$ cat src/rtl/uart_tx_buffered.sv
// Buffered 8N1 UART transmitter: a valid/ready byte port feeds a small FIFO,
// and a baud-timed shifter drains it as back-to-back frames on serial_out.
module uart_tx_buffered #(
  parameter int CLOCK_FREQ = 50_000_000,
  parameter int BAUD_RATE  = 115_200,
  parameter int FIFO_DEPTH = 8
) (
  input  logic                          clk,
  input  logic                          rst,
  input  logic [7:0]                    data_in,
  input  logic                          data_in_valid,
  output logic                          data_in_ready,
  output logic                          serial_out,
  output logic [$clog2(FIFO_DEPTH):0]   fifo_count,
  output logic                          busy
);

  localparam int SYMBOL_EDGE_TIME = CLOCK_FREQ / BAUD_RATE;
  localparam int BW = (SYMBOL_EDGE_TIME > 1) ? $clog2(SYMBOL_EDGE_TIME) : 1;
  localparam int PW = $clog2(FIFO_DEPTH);
  localparam int CW = PW + 1;

  typedef enum logic {
    IDLE,
    SEND
  } state_t;

  state_t          state_q, state_d;
  logic [BW-1:0]   baud_q, baud_d;
  logic [3:0]      bit_q, bit_d;
  logic [9:0]      shift_q, shift_d;
  logic            serial_q, serial_d;
  logic [PW-1:0]   wr_ptr_q, wr_ptr_d;
  logic [PW-1:0]   rd_ptr_q, rd_ptr_d;
  logic [CW-1:0]   count_q, count_d;
  logic [7:0]      mem_q [FIFO_DEPTH];

  logic full;
  logic push;
  logic pop;
  logic baud_tc;

  // Handshake: a byte transfers on any rising edge where data_in_valid and
  // data_in_ready are both high; ready depends only on registered FIFO state.
  assign full          = (count_q == CW'(FIFO_DEPTH));
  assign push          = data_in_valid && !full;
  assign baud_tc       = (baud_q == BW'(SYMBOL_EDGE_TIME - 1));

  assign data_in_ready = !full;
  assign serial_out    = serial_q;
  assign fifo_count    = count_q;
  assign busy          = (state_q == SEND) || (count_q != '0);

  always_comb begin
    state_d = state_q;
    baud_d  = baud_q;
    bit_d   = bit_q;
    shift_d = shift_q;
    pop     = 1'b0;
    case (state_q)
      IDLE: begin
        if (count_q != '0) begin
          pop     = 1'b1;
          shift_d = {1'b1, mem_q[rd_ptr_q], 1'b0};
          baud_d  = '0;
          bit_d   = '0;
          state_d = SEND;
        end
      end
      SEND: begin
        if (baud_tc) begin
          baud_d = '0;
          if (bit_q == 4'd9) begin
            // Chain the next frame straight off the stop bit when data waits.
            if (count_q != '0) begin
              pop     = 1'b1;
              shift_d = {1'b1, mem_q[rd_ptr_q], 1'b0};
              bit_d   = '0;
            end else begin
              state_d = IDLE;
            end
          end else begin
            shift_d = {1'b1, shift_q[9:1]};
            bit_d   = bit_q + 4'd1;
          end
        end else begin
          baud_d = baud_q + BW'(1);
        end
      end
      default: state_d = IDLE;
    endcase
  end

  always_comb begin
    serial_d = (state_d == SEND) ? shift_d[0] : 1'b1;
    wr_ptr_d = push ? wr_ptr_q + PW'(1) : wr_ptr_q;
    rd_ptr_d = pop  ? rd_ptr_q + PW'(1) : rd_ptr_q;
    count_d  = count_q + CW'(push) - CW'(pop);
  end

  always_ff @(posedge clk or posedge rst) begin
    if (rst) begin
      state_q  <= IDLE;
      baud_q   <= '0;
      bit_q    <= '0;
      shift_q  <= '1;
      serial_q <= 1'b1;
      wr_ptr_q <= '0;
      rd_ptr_q <= '0;
      count_q  <= '0;
    end else begin
      state_q  <= state_d;
      baud_q   <= baud_d;
      bit_q    <= bit_d;
      shift_q  <= shift_d;
      serial_q <= serial_d;
      wr_ptr_q <= wr_ptr_d;
      rd_ptr_q <= rd_ptr_d;
      count_q  <= count_d;
    end
  end

  // Storage needs no reset: only entries between the pointers are ever read.
  always_ff @(posedge clk) begin
    if (push) mem_q[wr_ptr_q] <= data_in;
  end

endmodule

$ cat config.mk
export PLATFORM = sky130hd
export DESIGN_NAME = uart_tx_buffered
export DESIGN_NICKNAME = d
export VERILOG_FILES = /design/src/rtl/uart_tx_buffered.sv
export SDC_FILE = /design/constraint.sdc
export NUM_CORES = 1
export LEC_CHECK = 0
export BUFFER_PORTS_ARGS = -buffer_cell sky130_fd_sc_hd__buf_2
export CAP_MARGIN = 10
export CORE_ASPECT_RATIO = 1.5
export CORE_MARGIN = 4
export CORE_UTILIZATION = 55
export DETAILED_ROUTE_END_ITERATION = 16
export GPL_TIMING_DRIVEN = 1
export PLACE_DENSITY = 0.78
export SLEW_MARGIN = 20
export SYNTH_ARGS = -nofsm -noshare
export SYNTH_HDL_FRONTEND = slang
export SYNTH_SLANG_ARGS = --single-unit
$ cat constraint.sdc
create_clock -name clk -period 2.4 [get_ports clk]
set_input_delay 0 -clock clk [delete_from_list [all_inputs] [get_ports clk]]
set_output_delay 0 -clock clk [all_outputs]
set_load 0.1 [all_outputs]
# After elaboration in Yosys (flattened, before gate mapping)
# Memory sizes are Yosys's and may differ from the RTL's.
# Index checks and enable logic that the tools add are counted.
[word_totals] reg_bits=35 latch_bits=0 ram_bits=64 mem_bits_ro=0 input_bits=11 out_inout_bits=7 elab_cells=47 memories=1
[mem_list] memory="mem_q" depth=8 word_bits=8 read_ports=1 rd_ports_with_merged_regs=0 wr=1 line_no="36" source="logic [7:0] mem_q [FIFO_DEPTH];"
[classes] addsub=6 n_mul=0 div_mod_pow=0 order_cmp=0 n_eq_ne=5 shift=0 mux=21 bitwise=1 reduce_logical=4
[op_table] operator="$mux 10" n=3
[op_table] operator="$pmux 10 s2" n=1
[op_table] operator="$mux 9" n=2
[op_table] operator="$pmux 9 s2" n=1
[op_table] operator="$mux 4" n=3
[op_table] operator="$add 9x1->9 const B" n=1
[op_table] operator="$eq 9x9->1 const B" n=1
[op_table] operator="$eq 4x4->1 const B" n=2
[op_table] operator="$mux 1" n=8
[op_table] operator="$pmux 4 s2" n=1
[op_table] operator="$add 3x1->3 const B" n=2
[op_table] operator="$add 4x1->4" n=1
[op_table] operator="$add 4x1->4 const B" n=1
[op_table] operator="$pmux 1 s2" n=2
[op_table] operator="$reduce_bool 4->1" n=1
[op_table] operator="$sub 4x1->4" n=1
[op_table] operator="$ne 2x1->1 const B" n=1
[op_table] operator="$ne 2x2->1 const B" n=1
[op_table] operator="$logic_and 1x1->1" n=1
[op_table] operator="$logic_not 1->1" n=1
[op_table] operator="$logic_or 1x1->1" n=1
[op_table] operator="$not 1->1" n=1

# Depth between registers and ports, before layout
[logic_depth] word_depth=6 ltp_mapped=12

# Least setup slack after synthesis
# Ideal clock, no wire load.
[synth_timing] path_kind="reg2reg" start="reg count_q[2], in the netlist fifo_count[2]" end="mem mem_q[0][0], enable pin" setup_time_ns=0.383 t_arrival_ns=3.056 t_required_ns=2.017 path_slack_ns=-1.040 stages_incl_launch_ff=7 synth_period_minus_slack_ns=3.440 cell_sequence="dfrtp_1 > inv_1 > ha_1 > or3b_2 > nand2_1 > or2_2 > nor3_1"
[synth_via] elab_chain_len=5
[synth_rtl] element="start: declaration" line_no="35" source="logic [CW-1:0] count_q, count_d;"
[synth_rtl] element="start signal: assignment" line_no="119" source="count_q <= count_d;"
[synth_rtl] element="$eq 4x4->1" line_no="45" source="assign full = (count_q == CW'(FIFO_DEPTH));"
[synth_rtl] element="$logic_not 1->1"
[synth_rtl] element="via data_in_ready" line_no="12" source="output logic data_in_ready,"
[synth_rtl] element="$logic_and 1x1->1" line_no="46" source="assign push = data_in_valid && !full;"
[synth_rtl] element="$mux 1" line_no="125" source="if (push) mem_q[wr_ptr_q] <= data_in;"
[synth_rtl] element="$mux 1 (not written as such)" line_no="125"
[synth_rtl] element="end: declaration" line_no="36"
# The timed path passes the listed nets, and every way through them passes these cells.

# Worst setup path after layout
[layout_timing] start="reg baud_q[1]" end="reg count_q[1], in the netlist fifo_count[1]"
[layout_via] elab_chain_len=4
[layout_rtl] element="start: declaration" line_no="29" source="logic [BW-1:0] baud_q, baud_d;"
[layout_rtl] element="start signal: assignment" line_no="113" source="baud_q <= baud_d;"
[layout_rtl] element="$eq 9x9->1" line_no="47" source="assign baud_tc = (baud_q == BW'(SYMBOL_EDGE_TIME - 1));"
[layout_rtl] element="$mux 1" line_no="71" source="if (baud_tc) begin"
[layout_rtl] element="$pmux 1 s2" line_no="60" source="case (state_q)"
[layout_rtl] element="$sub 4x1->4" line_no="98" source="count_d = count_q + CW'(push) - CW'(pop);"
[layout_rtl] element="via count_d[1]" line_no="35"
# The timed path passes the listed nets, and every way through them passes these cells.
# A chain may end at the register's enable or synchronous reset.

==> metrics.md <==
| Metric | Value |
|---|---|
| Vias in the first global route | `2604` |
| HPWL after detailed placement | `5.238 mm` |
| Initial Util | `57.27%` |
| CP Capture Type | `register` |
| Worst relative slew slack | `36.32%` |
| Max Cap Violations | `0` |
| Internal power | `0.002853 W` |
| Critical Path Source Type | `register` |
| Worst Path Buf+Inv | `5` |
| IO Count | `18` |
| Die Span Y | `115.3 um` |
| Pre-antenna DRT Iters | `4` |
| Nets | `345` |
| Total number of vias | `2418` |
| Final period utilization | `96.18%` |
| Share of layout cells above drive strength 1 | `37.12%` |
| Status | `finished clean` |
| Ant. Diodes | `0` |
| Critical path data required time | `2.66 ns` |
| Worst reg2reg path depth | `12` |
| Critical path class | `register to register` |
| Clock sinks | `99` |
| Mapped Nets | `290` |
| Num rows | `38` |
| WHS | `0.2573 ns` |
| Crit Path Max Fanout | `3` |
| Synthesized area per cell | `15.87 sq um` |
| Chip width | `79.52 um` |
| Die area | `0.009167 sq mm` |
| Worst IR Drop VDD | `0.7371 mV` |
| Most used DFF post-synth | `edfxtp_1` |
| Critical path depth | `12` |
| Static leakage | `1.896 nW` |
| Gr ovfl total | `0` |
| Final min period | `2.308 ns` |
| Antenna-violating nets left | `0` |
| CTS tree | `done` |
| Non-Filler Instances | `426` |
| Final hold viol count | `0` |
| Setup Skew | `0.008780 ns` |
| Dpl ws | `0.06073 ns` |
| Largest net degree at the start of global routing | `36` |
| DR DRC count | `0` |
| Post-synth ARST share | `35.35%` |
| Gr usage total | `19.39%` |
| DR WL/cell | `18.41 um` |
| Depth of the CTS H-tree | `3` |
| Clock power share | `25.2%` |
| Initial antenna violation count | `0` |
| Slew @ Worst Pin | `0.9517 ns` |
| Top cell type by total area after synthesis | `edfxtp_1` |
| Post-Synthesis Cells | `266` |
| Pwr per Cell Area | `842.5 mW/mm^2` |
| Post-Syn Area | `0.004220 sq mm` |
| NetSw | `0.001344 W` |
| Cell count after placement | `397` |
| Seq pwr share | `52.5%` |
| Overall Power | `0.004198 W` |
| Root Buffer | `clkbuf_8` |
| Setup violations, final | `0` |
| Clk buf depth | `2` |
| Core area | `0.007370 sq mm` |
| CTS Buf Count | `9` |
| Fmax | `433.2 MHz` |
| Sw Share | `32.03%` |
| Top post-synthesis cells by area | `edfxtp_1 46%, dfrtp_1 14%, mux4_2 8.5%` |
| Layout area overhead | `18.06%` |
| Clk_lat worst skew | `0.36 ns` |
| Critical path's most frequent cell | `inv_2` |
| Gate power share | `22.2%` |
| CP max-delay cell | `fa_1` |
| Arr. time, crit path | `2.57 ns` |
| Clk slew on worst S/H paths | `0.10 ns` |
| Count of state elements after synthesis | `99` |
| Slowest stage delay, CP | `0.47 ns` |
| Layout Utilization | `67.61%` |
| IO Port Bufs | `17` |
| Worst-path cell chain | `inv_2 -> ha_2 -> and4_4 -> a21boi_2 -> nor3_2 -> buf_4 -> ha_4 -> inv_2 -> ha_4 -> inv_2 -> fa_1 -> inv_1` |
| Final wirelength | `7.841 mm` |
| First-pass GRT wire length | `13.20 mm` |
| CP delay by family, top | `adder cells` |
| Vias per cell | `5.676` |
| Register area share after synthesis | `66.62%` |
| Final worst slack | `0.09176 ns` |
| Yosys warnings | `0` |
| Hold crit path type | `primary input to asynchronous set/reset pin` |
| Area share of the largest cell type after synthesis | `45.54%` |
| GPL Wtd Cong | `0.7868` |
| Post-synth EDFFs | `64` |
| Cell variety after synth | `48` |
| Max Slew Vio Count | `0` |
| Drt first-iter violations | `191` |
final timing paths:
check | end | startpoint | slack (ns)
max in group asynchronous | shift_q[0] | rst | 1.78
hold / removal | baud_q[3] | rst | 0.26
min in group clk | mem_q[5][6] | data_in[6] | 0.44
setup reg to reg | fifo_count[1] | baud_q[1] | 0.09
hold reg to reg | shift_q[3] | shift_q[4] | 0.49
setup / recovery | fifo_count[1] | baud_q[1] | 0.09
kinds of logic after synthesis:
| family | after synthesis | synth area share [%] |
|---|---|---|
| flip-flops | 99 | 66.62 |
| AO/OA/AOI/OAI | 39 | 7.057 |
| multiplexers | 28 | 11.50 |
| AND/OR/NAND/NOR | 53 | 6.612 |
| adder cells (fa/ha/maj) | 13 | 4.032 |
| XOR/XNOR | 7 | 1.453 |
| buffers and inverters | 27 | 2.727 |
power by group through the flow:
stage,Combinational (W),Clock (W),Sequential (W)
after floorplan,0.000456,0,0.00246
after global placement,0.000904,0,0.00222
after detailed placement,0.000931,0,0.00224
after CTS,0.000949,0.00108,0.00220
after global routing,0.00101,0.00117,0.00223
final,0.000933,0.00106,0.00220
tightest hold or removal path, delay by kind of cell:
| kind | cells | cell delay (ns) |
|---|---|---|
| buffers and inverters | 4 | 1.06 |
metrics by stage:
| step | instance area, sq um | setup TNS [ns] |
|---|---|---|
| floorplan | 4310 | -0.3782 |
| global placement | 4642 | 0 |
| detailed placement | 4642 | 0 |
| CTS | 4945 | 0 |
| global route | 4982 | -0.007985 |
| finish | 4982 | 0 |
Yosys cell counts (2+ instances only):
cell type	n
mux2i_1	8
and4_1	3
edfxtp_1	64
buf_2	2
a21o_1	3
o211ai_1	2
o22a_1	2
ha_1	12
a21oi_1	4
inv_1	18
mux4_2	16
xnor2_1	2
dfrtp_1	24
o21ai_0	6
a31oi_1	5
nand3_1	7
dfstp_2	11
clkbuf_1	3
or3b_2	2
a222oi_1	7
nand2_1	15
mux2_2	4
xor2_1	5
nor3_1	4
nand2b_1	3
nor3b_1	2
nor2_1	11
sequential cells by signal, indices dropped and copies added (netlist names):
signal      flops
fifo_count      4
baud_q          9
mem_q          64
wr_ptr_q        3
serial_out      1
state_q         1
shift_q        10
bit_q           4
rd_ptr_q        3
layout by cell type, fill, tap and decap left out, drive strengths merged, types with 8 or more instances in the layout:
| master | instances |
|---|---|
| dlygate4sd3 | 10 |
| inv | 20 |
| mux4 | 16 |
| nand2 | 15 |
| dfrtp | 24 |
| nor2 | 11 |
| clkbuf | 9 |
| dfstp | 11 |
| mux2i | 8 |
| edfxtp | 64 |
| o21ai | 8 |
| buf | 42 |
| ha | 12 |
metal layers:
layer	global-route usage [%]	vias to the layer above	wire length (um)
met4	6.651	0	133
met3	3.370	10	208
li1	-	1131	-
met2	35.42	34	4459
met5	0	-	0
met1	22.79	1243	3038
cell type report:
type | instances | area (sq um)
Fill cell | 505 | 2387
Tap cell | 100 | 125.1
Timing Repair Buffer | 52 | 372.9
Sequential cell | 99 | 2821
Inverter | 19 | 76.32
Multi-Input combinational cell | 140 | 1386
Clock inverter | 7 | 76.32
Clock buffer | 9 | 123.9
repair_timing:
action	CTS	global route
buffers inserted	0	3
hold buffers	10	0
gates resized for setup	1	6
pin swaps	0	1
endpoints found under the setup margin	1	3
hold endpoints to repair	90	0
No activity file was read; power rests on OpenSTA's default activity.
